<file path="config.mk">
export PLATFORM = sky130hd
export DESIGN_NAME = build_block_flat
export DESIGN_NICKNAME = d
export VERILOG_FILES = /design/src/rtl/build_block_if.sv /design/src/rtl/build_block.sv /design/src/flat_wrapper.sv
export SDC_FILE = /design/constraint.sdc
export NUM_CORES = 1
export LEC_CHECK = 0
export BUFFER_PORTS_ARGS = -buffer_cell sky130_fd_sc_hd__buf_2
export CAP_MARGIN = 10
export CORE_UTILIZATION = 55
export DETAILED_ROUTE_END_ITERATION = 7
export PLACE_DENSITY = 0.81
export SLEW_MARGIN = 15
export SYNTH_ARGS = -nofsm -noshare
export SYNTH_HDL_FRONTEND = slang
export SYNTH_SLANG_ARGS = --single-unit
</file>
<file path="constraint.sdc">
create_clock -name clk_in -period 5.4 [get_ports clk_in]
set_clock_uncertainty 0.1 [all_clocks]
set_input_delay 0.54 -clock clk_in [delete_from_list [all_inputs] [get_ports clk_in]]
set_output_delay 0.54 -clock clk_in [all_outputs]
set_load 0.01 [all_outputs]
</file>
<file path="src/rtl/build_block_if.sv">
// rtl/build_block_if.sv - byte-stream input and block-output handshake bundle for build_block
interface build_block_if;
  logic [7:0]       byte_in;
  logic             byte_valid_in;
  logic             byte_ready_out;
  logic             flush_in;
  logic [15:0][7:0] block_out;
  logic             block_valid_out;
  logic             block_ready_in;
  logic [15:0]      block_count_out;

  modport master (
    output byte_in, byte_valid_in, flush_in, block_ready_in,
    input  byte_ready_out, block_out, block_valid_out, block_count_out
  );

  modport slave (
    input  byte_in, byte_valid_in, flush_in, block_ready_in,
    output byte_ready_out, block_out, block_valid_out, block_count_out
  );
endinterface

</file>
<file path="src/rtl/build_block.sv">
// rtl/build_block.sv - packs 16 stream bytes into a held 16x8 block with flush/padding
// Optional macro BUILD_BLOCK_PAD_EN selects PKCS#7 padding and whole pad blocks.
module build_block (
  input logic            clk_in,
  input logic            rst_in,
  build_block_if.slave   bus
);
  localparam logic [0:0] FILL = 1'b0;
  localparam logic [0:0] FULL = 1'b1;

  logic [0:0]       state;
  logic [4:0]       count;
  logic [15:0][7:0] buffer;
  logic             flush_pending;
  logic [15:0]      block_count;

  logic       accept;
  logic       complete;
  logic       do_pad;
  logic       set_pending;
  logic       xfer;
  logic [4:0] count_next;
  logic [7:0] pad_val;

  assign bus.byte_ready_out  = (state == FILL) && !flush_pending;
  assign bus.block_valid_out = (state == FULL);
  assign bus.block_out       = buffer;
  assign bus.block_count_out = block_count;

  assign accept     = bus.byte_valid_in && bus.byte_ready_out;
  assign count_next = count + {4'd0, accept};
  assign complete   = accept && (count_next == 5'd16);
  assign xfer       = (state == FULL) && bus.block_ready_in;

  // A flush riding on the 16th byte cannot pad this block, so it is deferred
  // (padding build) or dropped (plain build).
`ifdef BUILD_BLOCK_PAD_EN
  assign pad_val     = 8'd16 - {3'd0, count_next};
  assign do_pad      = (state == FILL) && !complete && (bus.flush_in || flush_pending);
  assign set_pending = complete && bus.flush_in;
`else
  assign pad_val     = 8'd0;
  assign do_pad      = (state == FILL) && !complete && bus.flush_in && (count_next != 5'd0);
  assign set_pending = 1'b0;
`endif

  always_ff @(posedge clk_in or posedge rst_in) begin
    if (rst_in) begin
      state         <= FILL;
      count         <= 5'd0;
      buffer        <= '0;
      flush_pending <= 1'b0;
      block_count   <= 16'd0;
    end else begin
      case (state)
        FILL: begin
          for (int k = 0; k < 16; k++) begin
            if (accept && (5'(k) == count))
              buffer[k] <= bus.byte_in;
            else if (do_pad && (5'(k) >= count_next))
              buffer[k] <= pad_val;
          end
          count         <= count_next;
          flush_pending <= set_pending;
          if (complete || do_pad)
            state <= FULL;
        end
        default: begin
          if (xfer) begin
            buffer      <= '0;
            count       <= 5'd0;
            state       <= FILL;
            block_count <= block_count + 16'd1;
          end
        end
      endcase
    end
  end
endmodule

</file>
<file path="src/flat_wrapper.sv">
// flat-port wrapper written by rule: the top's interface ports become plain ports
module build_block_flat 
  (clk_in, rst_in, bus_byte_in, bus_byte_valid_in, bus_flush_in, bus_block_ready_in, bus_byte_ready_out, bus_block_out, bus_block_valid_out, bus_block_count_out);
  build_block_if bus_i ();
  input logic clk_in;
  input logic rst_in;
  input wire logic [$bits(bus_i.byte_in)-1:0] bus_byte_in;
  input wire logic [$bits(bus_i.byte_valid_in)-1:0] bus_byte_valid_in;
  input wire logic [$bits(bus_i.flush_in)-1:0] bus_flush_in;
  input wire logic [$bits(bus_i.block_ready_in)-1:0] bus_block_ready_in;
  output wire logic [$bits(bus_i.byte_ready_out)-1:0] bus_byte_ready_out;
  output wire logic [$bits(bus_i.block_out)-1:0] bus_block_out;
  output wire logic [$bits(bus_i.block_valid_out)-1:0] bus_block_valid_out;
  output wire logic [$bits(bus_i.block_count_out)-1:0] bus_block_count_out;
  assign bus_i.byte_in = bus_byte_in;
  assign bus_i.byte_valid_in = bus_byte_valid_in;
  assign bus_i.flush_in = bus_flush_in;
  assign bus_i.block_ready_in = bus_block_ready_in;
  assign bus_byte_ready_out = bus_i.byte_ready_out;
  assign bus_block_out = bus_i.block_out;
  assign bus_block_valid_out = bus_i.block_valid_out;
  assign bus_block_count_out = bus_i.block_count_out;
  build_block u_core (.clk_in(clk_in), .rst_in(rst_in), .bus(bus_i));
endmodule
</file>
==> results of run 1 <==
## power by group through the flow
stage / Combinational, uW / Clock, uW / Sequential, uW
global placement: 1000 / 0 / 1360
finish: 1040 / 1270 / 1350
detailed placement: 1020 / 0 / 1370
global route: 1140 / 1320 / 1370
floorplan: 649 / 0 / 1380
CTS: 1030 / 1280 / 1350
## layout by cell type (no fill, tap or decap), types with 10 or more instances in the layout
| master | count |
|---|---|
| buf_2 | 158 |
| nand3_1 | 30 |
| nand2_1 | 105 |
| o21ai_0 | 108 |
| a21oi_1 | 24 |
| a22oi_1 | 64 |
| a22o_1 | 18 |
| xnor2_1 | 15 |
| dfrtp_1 | 150 |
| clkbuf_16 | 17 |
| o21ai_1 | 14 |
| nor2_1 | 30 |
| o22ai_1 | 11 |
| a31oi_1 | 10 |
## routing by layer
metal / share of wire / GRT usage / wire (um) / vias up
li1: - / - / - / 3036
met1: 0.41 / 0.445 / 8710 / 3308
met2: 0.45 / 0.490 / 9660 / 388
met3: 0.11 / 0.106 / 2290 / 57
met4: 0.027 / 0.129 / 584 / 0
met5: 0 / 0 / 0 / -
## layout make-up
cell class                 instances  area share
clock buffer                      23      0.0549
clock inverter                     8      0.0168
inverter                           8     0.00403
multi-input combinational        546       0.371
sequential                       150       0.431
tap                              172      0.0247
timing repair buffer             165      0.0969
## cell usage after synthesis (5+ instances only)
| cell | n |
|---|---|
| a21oi_1 | 24 |
| a32o_1 | 6 |
| inv_1 | 8 |
| a31oi_1 | 10 |
| nand4_1 | 9 |
| o21ai_0 | 108 |
| dfrtp_1 | 150 |
| nor2b_1 | 6 |
| nand2_1 | 105 |
| o21ai_1 | 14 |
| nand3_1 | 30 |
| nand3b_1 | 9 |
| a2bb2o_1 | 5 |
| and3_1 | 9 |
| xnor2_1 | 15 |
| nor2_2 | 6 |
| clkbuf_1 | 38 |
| nand2b_1 | 7 |
| o22ai_1 | 11 |
| o2bb2ai_1 | 5 |
| a22oi_1 | 64 |
| a22o_1 | 18 |
| buf_2 | 13 |
| o31ai_1 | 7 |
| nor2_1 | 31 |
## worst paths after layout
check	slack [ns]	cells after the start	start	endpoint
setup / recovery	1.74	8	u_core.bus.block_valid_out	u_core.bus.block_out[32]
hold / removal	0.15	2	rst_in	u_core.bus.block_out[1]
setup reg to reg	1.74	8	u_core.bus.block_valid_out	u_core.bus.block_out[32]
hold reg to reg	0.36	1	u_core.bus.block_count_out[15]	u_core.bus.block_count_out[15]
max in group asynchronous	3.77	3	rst_in	u_core.bus.block_out[97]
min in group clk_in	0.36	1	u_core.bus.block_count_out[15]	u_core.bus.block_count_out[15]
## logic make-up (layout without fill, tap and decap cells)
logic type | count (synthesis) | count (layout) | share of synthesized area
buffers and inverters | 65 | 204 | 0.0370
adder cells (fa/ha/maj) | 3 | 3 | 0.00519
flip-flops | 150 | 150 | 0.519
multiplexers | 1 | 1 | 0.00138
AND/OR/NAND/NOR | 234 | 234 | 0.154
XOR/XNOR | 19 | 19 | 0.0240
AO/OA/AOI/OAI | 289 | 289 | 0.259
## state kept, by name, summed over array words and instances, names as in the netlist
name	flops
u_core.bus.block_out	128
u_core.bus.block_count_out	16
u_core.count	5
u_core.bus.block_valid_out	1
## through the flow
| stage | hold slack (ns) | std cells |
|---|---|---|
| after floorplan | 0.404 | 761 |
| after global routing | 0.217 | 1072 |
| final | 0.150 | 1072 |
| after detailed placement | 0.352 | 1041 |
| after global placement | 0.353 | 1041 |
| after CTS | 0.182 | 1072 |
## worst max-delay path: stages (launching register included)
cell and delay, ns:
dfrtp_1 0.35, buf_4 0.22, nor2b_1 0.23, ha_1 0.58, nand4_1 0.30, xnor2_2 0.43, a21oi_1 0.12, a31oi_1 0.85
o21ai_0 0.27
==> qor.yml, run 1 <==
clock_tree:
  clock_latency_ns: 0.43
  cts_tree: "yes"
  cts_buffer_depth: 2
  root_buffer: "clkbuf_16"
  cts_buffers: 17
  hold_buffers: 0
  post_cts_resize_count: 0
  clk_pin_slew_ns: 0.06
  htreeDepth: 4
  cts_sinks: 150
  postCtsSetupBuffers: 0
min_path:
  hold_class: "input pin to asynchronous set/reset pin"
floorplanning:
  die_x_um: 117
  fp-row-count: 41
  die-height_um: 117
  initial_core_util: 0.569
  die_area_mm2: 0.0136
  io_pins: 159
  core_mm2: 0.0127
timing:
  fin_tns_setup_ns: 0
  slew_viol_final: 0
  post-route-period-util: 0.678
  slew-limit-headroom: 0.229
  hold_viol: 0
  rsz0062_at_grt: "no"
  setup_viol: 0
  min_period_ns: 3.66
  fmax_mhz: 273
  layout_setup_ws_ns: 1.74
  worst_pin_slew_ns: 1.15
route:
  drc: 0
  first_pass_iters: 5
  num_vias: 6789
  antenna_left: 0
  vias_per_cell: 6.33
  wirelength_um: 21200
  wl_per_cell_um: 19.8
  drt-initial-drc-count: 850
power:
  intPower_uw: 2340
  p_per_area_mw_per_mm2: 420
  pwr-share-seq: 0.370
  ir_drop_v: 0.000265
  p_total_uw: 3660
  power_switching_uw: 1320
  combPwrFrac: 0.284
  clockPowerShare: 0.346
  p_leak_uw: 0.00411
  swShare: 0.361
finish:
  antenna_cells: 0
  final_area_mm2: 0.00870
  nNetsFinal: 904
  areaGrowthSynthToFinish_pct: 20.2
  postLayoutCoreUtil: 0.684
  drive_gt1_frac: 0.236
  register_area_mm2: 0.00375
  multiInputGateArea_mm2: 0.00323
  fill_cells: 1021
place:
  dpl-instance-area_mm2: 0.00808
  place.gp.congestion: 0.947
  io_buffers: 158
  place_hpwl_um: 13500
  place_ws_ns: 1.73
setup_path:
  crit_required_ns: 5.55
  cp.arrival_ns: 3.81
  crit_path_end_kind: "register"
  critical_path_class: "register to register"
  worstPathMaxFanout: 30
  start_kind: "register"
global_routing:
  grt_pass1_vias: 6201
  grt_pass1_wl_um: 33400
  grt_overflow: 0
  grt_usage: 0.328
  grt_max_degree: 91
  antenna_found_initial: 0
logic_synthesis:
  ys_types: 54
  yosys_most_used_dff: "dfrtp_1"
  ys_async_sr_fraction: 1.00
  syn_nets: 777
  ys_seq_area_frac: 0.519
  yosys_warnings: 0
  post-synth-top-area-cell: "dfrtp_1"
  synthesis.area_mm2: 0.00724
  postSynthAreaPerCell_um2: 9.51
  ys_top_cells_by_area: "dfrtp_1 (52%), o21ai_0 (7.5%), a22oi_1 (6.6%)"
  synthCells: 761
  ys_ff_latch: 150
  synth_edf_count: 0
  synth_top_area_share: 0.519
run_status:
  status: "finished clean"
flow_run:
  maxCapViolCount: 0
(Power assumes the default switching activity.)
==> inputs of run 2 (changes only) <==
--- a/config.mk
+++ b/config.mk
@@ -7,9 +7,9 @@
 export LEC_CHECK = 0
 export BUFFER_PORTS_ARGS = -buffer_cell sky130_fd_sc_hd__buf_2
 export CAP_MARGIN = 10
-export CORE_UTILIZATION = 55
+export CORE_UTILIZATION = 49
 export DETAILED_ROUTE_END_ITERATION = 7
-export PLACE_DENSITY = 0.81
+export PLACE_DENSITY = 0.76
 export SLEW_MARGIN = 15
 export SYNTH_ARGS = -nofsm -noshare
 export SYNTH_HDL_FRONTEND = slang
==> constraint.sdc (replaced) <==
create_clock -name clk_in -period 3.3 [get_ports clk_in]
set_clock_uncertainty 0.1 [all_clocks]
set_input_delay 0.33 -clock clk_in [delete_from_list [all_inputs] [get_ports clk_in]]
set_output_delay 0.33 -clock clk_in [all_outputs]
set_load 0.01 [all_outputs]
==> run 2 against run 1 <==
  * Core utilization is 7.0 points lower
  * Via count is 1.1% lower
  * Design area grew 2.2%
  * Setup slack got worse by 1.2 ns
  * Maximum frequency is 32% higher
  * Sequential cell count unchanged
  * Non-clock buffer count up 16
  * Combinational power is 74% higher
  * Critical path type unchanged
  * Hold slack better by 0.085 ns
==> qor.yml, run 2 (synthesis gave the netlist of run 1 again) <==
run_status:
  status: "finished clean"
power:
  pwr-share-seq: 0.361  # -0.009
  power_switching_uw: 2210  # +67%
  intPower_uw: 3880  # +66%
  combPwrFrac: 0.297  # +0.013
  clockPowerShare: 0.342  # -0.004
  p_per_area_mw_per_mm2: 684  # +63%
  p_leak_uw: 0.00419  # +2.0%
  swShare: 0.363  # +0.00158
  ir_drop_v: 0.000424  # +60%
  p_total_uw: 6080  # +66%
clock_tree:
  root_buffer: "clkbuf_16"
  cts_buffers: 17  # unchanged
  cts_sinks: 150  # unchanged
  htreeDepth: 4  # unchanged
  post_cts_resize_count: 0  # unchanged
  clk_pin_slew_ns: 0.06  # about the same
  cts_buffer_depth: 2  # unchanged
  cts_tree: "yes"
  clock_latency_ns: 0.42  # about the same
global_routing:
  grt_pass1_wl_um: 32800  # -1.7%
  grt_max_degree: 67  # -26%
  grt_pass1_vias: 5937  # -4.3%
  grt_overflow: 0  # unchanged
  grt_usage: 0.285  # -0.0425
  antenna_found_initial: 0  # unchanged
floorplanning:
  core_mm2: 0.0145  # +14%
  die_x_um: 124  # +5.8%
  io_pins: 159  # unchanged
  die_area_mm2: 0.0153  # +12%
  die-height_um: 124  # +5.8%
  fp-row-count: 44  # +7.3%
  initial_core_util: 0.500  # -0.0690
finish:
  drive_gt1_frac: 0.251  # +0.0153
  mostFrequentLayoutCells: "buf_2 (158), dfrtp_1 (150), o21ai_0 (108), nand2_1 (105), a22oi_1 (64)"
  postLayoutCoreUtil: 0.614  # -0.0700
  final_common_cell: "buf_2"
  antenna_cells: 0  # unchanged
  fill_cells: 1214  # +19%
  nNetsFinal: 920  # +1.8%
  largest_reg_flops: 128  # unchanged
  final_area_mm2: 0.00889  # +2.2%
  areaGrowthSynthToFinish_pct: 22.8
setup_path:
  start_kind: "register"
  critical_path_class: "register to register"
  crit_required_ns: 3.48  # -2.07 ns
  cp_cell_sequence: "nor2b_1, ha_1, nor2_1, nand3_1, nand4_1, o21ai_1, o21ai_0"
  cp.arrival_ns: 2.95  # -0.86 ns
  cp_num_buf_inv: 0  # -1
  cpPeakStageDelay_ns: 0.62  # -0.23 ns
  cp_top_family: "simple AND/OR/NAND/NOR gates"
  critPathSlowestCell: "ha_1"
  crit_path_end_kind: "register"
  worstPathMaxFanout: 19  # -37%
timing:
  hold_viol: 0  # unchanged
  worst_pin_slew_ns: 0.910  # -0.241 ns
  min_period_ns: 2.77  # -0.893 ns
  fin_tns_setup_ns: 0  # unchanged
  slew-limit-headroom: 0.392  # +0.163
  post-route-period-util: 0.839  # +0.161
  fmax_mhz: 361  # +32%
  hold-worst-slack_ns: 0.235  # +0.0848 ns
  rsz0062_at_grt: "no"
  setup_viol: 0  # unchanged
  slew_viol_final: 0  # unchanged
route:
  vias_per_cell: 6.10  # -3.8%
  num_vias: 6711  # -1.1%
  drt-initial-drc-count: 697  # -18%
  first_pass_iters: 6  # +1
  wirelength_um: 21300  # about the same
  antenna_left: 0  # unchanged
  drc: 0  # unchanged
  wl_per_cell_um: 19.3  # -2.6%
flow_run:
  maxCapViolCount: 0  # unchanged
place:
  io_buffers: 158  # unchanged
  place_hpwl_um: 14300  # +6.5%
  place.gp.congestion: 0.947  # about the same
  dpl-instance-area_mm2: 0.00824  # +2.0%
min_path:
  hold_class: "input pin to register"
-- run 2: cell types whose count changed in the layout (fill, tap and decap cells not counted) --
cell	before	now
clkinvlp_4	1	4
buf_4	7	19
inv_6	1	2
clkbuf_1	3	1
buf_12	0	3
dlygate4sd3_1	0	1
clkinv_2	2	0
clkbuf_8	3	1
clkinv_4	1	4
-- run 2: cell type report --
cell class,instances,area [um^2],area share
clock buffer,19,443,0.0498
clock inverter,13,195,0.0220
inverter,8,33.8,0.00380
multi-input combinational,546,3230,0.363
sequential,150,3750,0.422
tap,184,230,0.0259
timing repair buffer,181,1000,0.113
-- run 2: power by group through the flow --
| stage | Combinational (uW) | Clock [uW] | Sequential [uW] |
|---|---|---|---|
| CTS | 1790 | 2100 | 2190 |
| floorplan | 1060 | 0 | 2270 |
| global placement | 1770 | 0 | 2220 |
| detailed placement | 1780 | 0 | 2230 |
| finish | 1810 | 2080 | 2200 |
| global route | 1990 | 2190 | 2220 |
-- run 2: worst register-to-register path, stage by stage (launching register included) --
cell and delay [ns]:
dfrtp_1 0.39, nor2b_1 0.22, ha_1 0.62, nor2_1 0.13, nand3_1 0.20, nand4_1 0.26
o21ai_1 0.53, o21ai_0 0.19
-- run 2: final timing paths --
| kind | start | endpoint | slack, ns | cells past startpoint |
|---|---|---|---|---|
| max | u_core.bus.block_valid_out | u_core.bus.block_out[96] | 0.53 | 7 |
| min | bus_byte_valid_in | u_core.bus.block_valid_out | 0.23 | 3 |
| max reg2reg | u_core.bus.block_valid_out | u_core.bus.block_out[96] | 0.53 | 7 |
| min reg2reg | u_core.bus.block_count_out[15] | u_core.bus.block_count_out[15] | 0.36 | 1 |
| max in group asynchronous | rst_in | u_core.bus.block_out[33] | 1.78 | 4 |
| min in group asynchronous | rst_in | u_core.bus.block_count_out[13] | 0.52 | 3 |
-- run 2: through the flow --
step | instances | worst slack [ns]
2_1_floorplan | 761 | 0.818
3_3_place_gp | 1068 | 0.568
3_5_place_dp | 1068 | 0.444
4_1_cts | 1101 | 0.597
5_1_grt | 1101 | 0.278
6_report | 1101 | 0.532
-- run 2: timing repair --
action                    in CTS  in global routing
hold endpoints to repair      35                  0
hold buffers                   1                  0
setup buffers                  0                  0
-- run 2: per-layer routing --
metal  part of all wire  vias to the layer above  track usage
li1                   -                     3083            -
met1               0.44                     3285        0.395
met2               0.48                      302        0.454
met3              0.060                       41       0.0429
met4              0.025                        0        0.105
met5                  0                        -            0
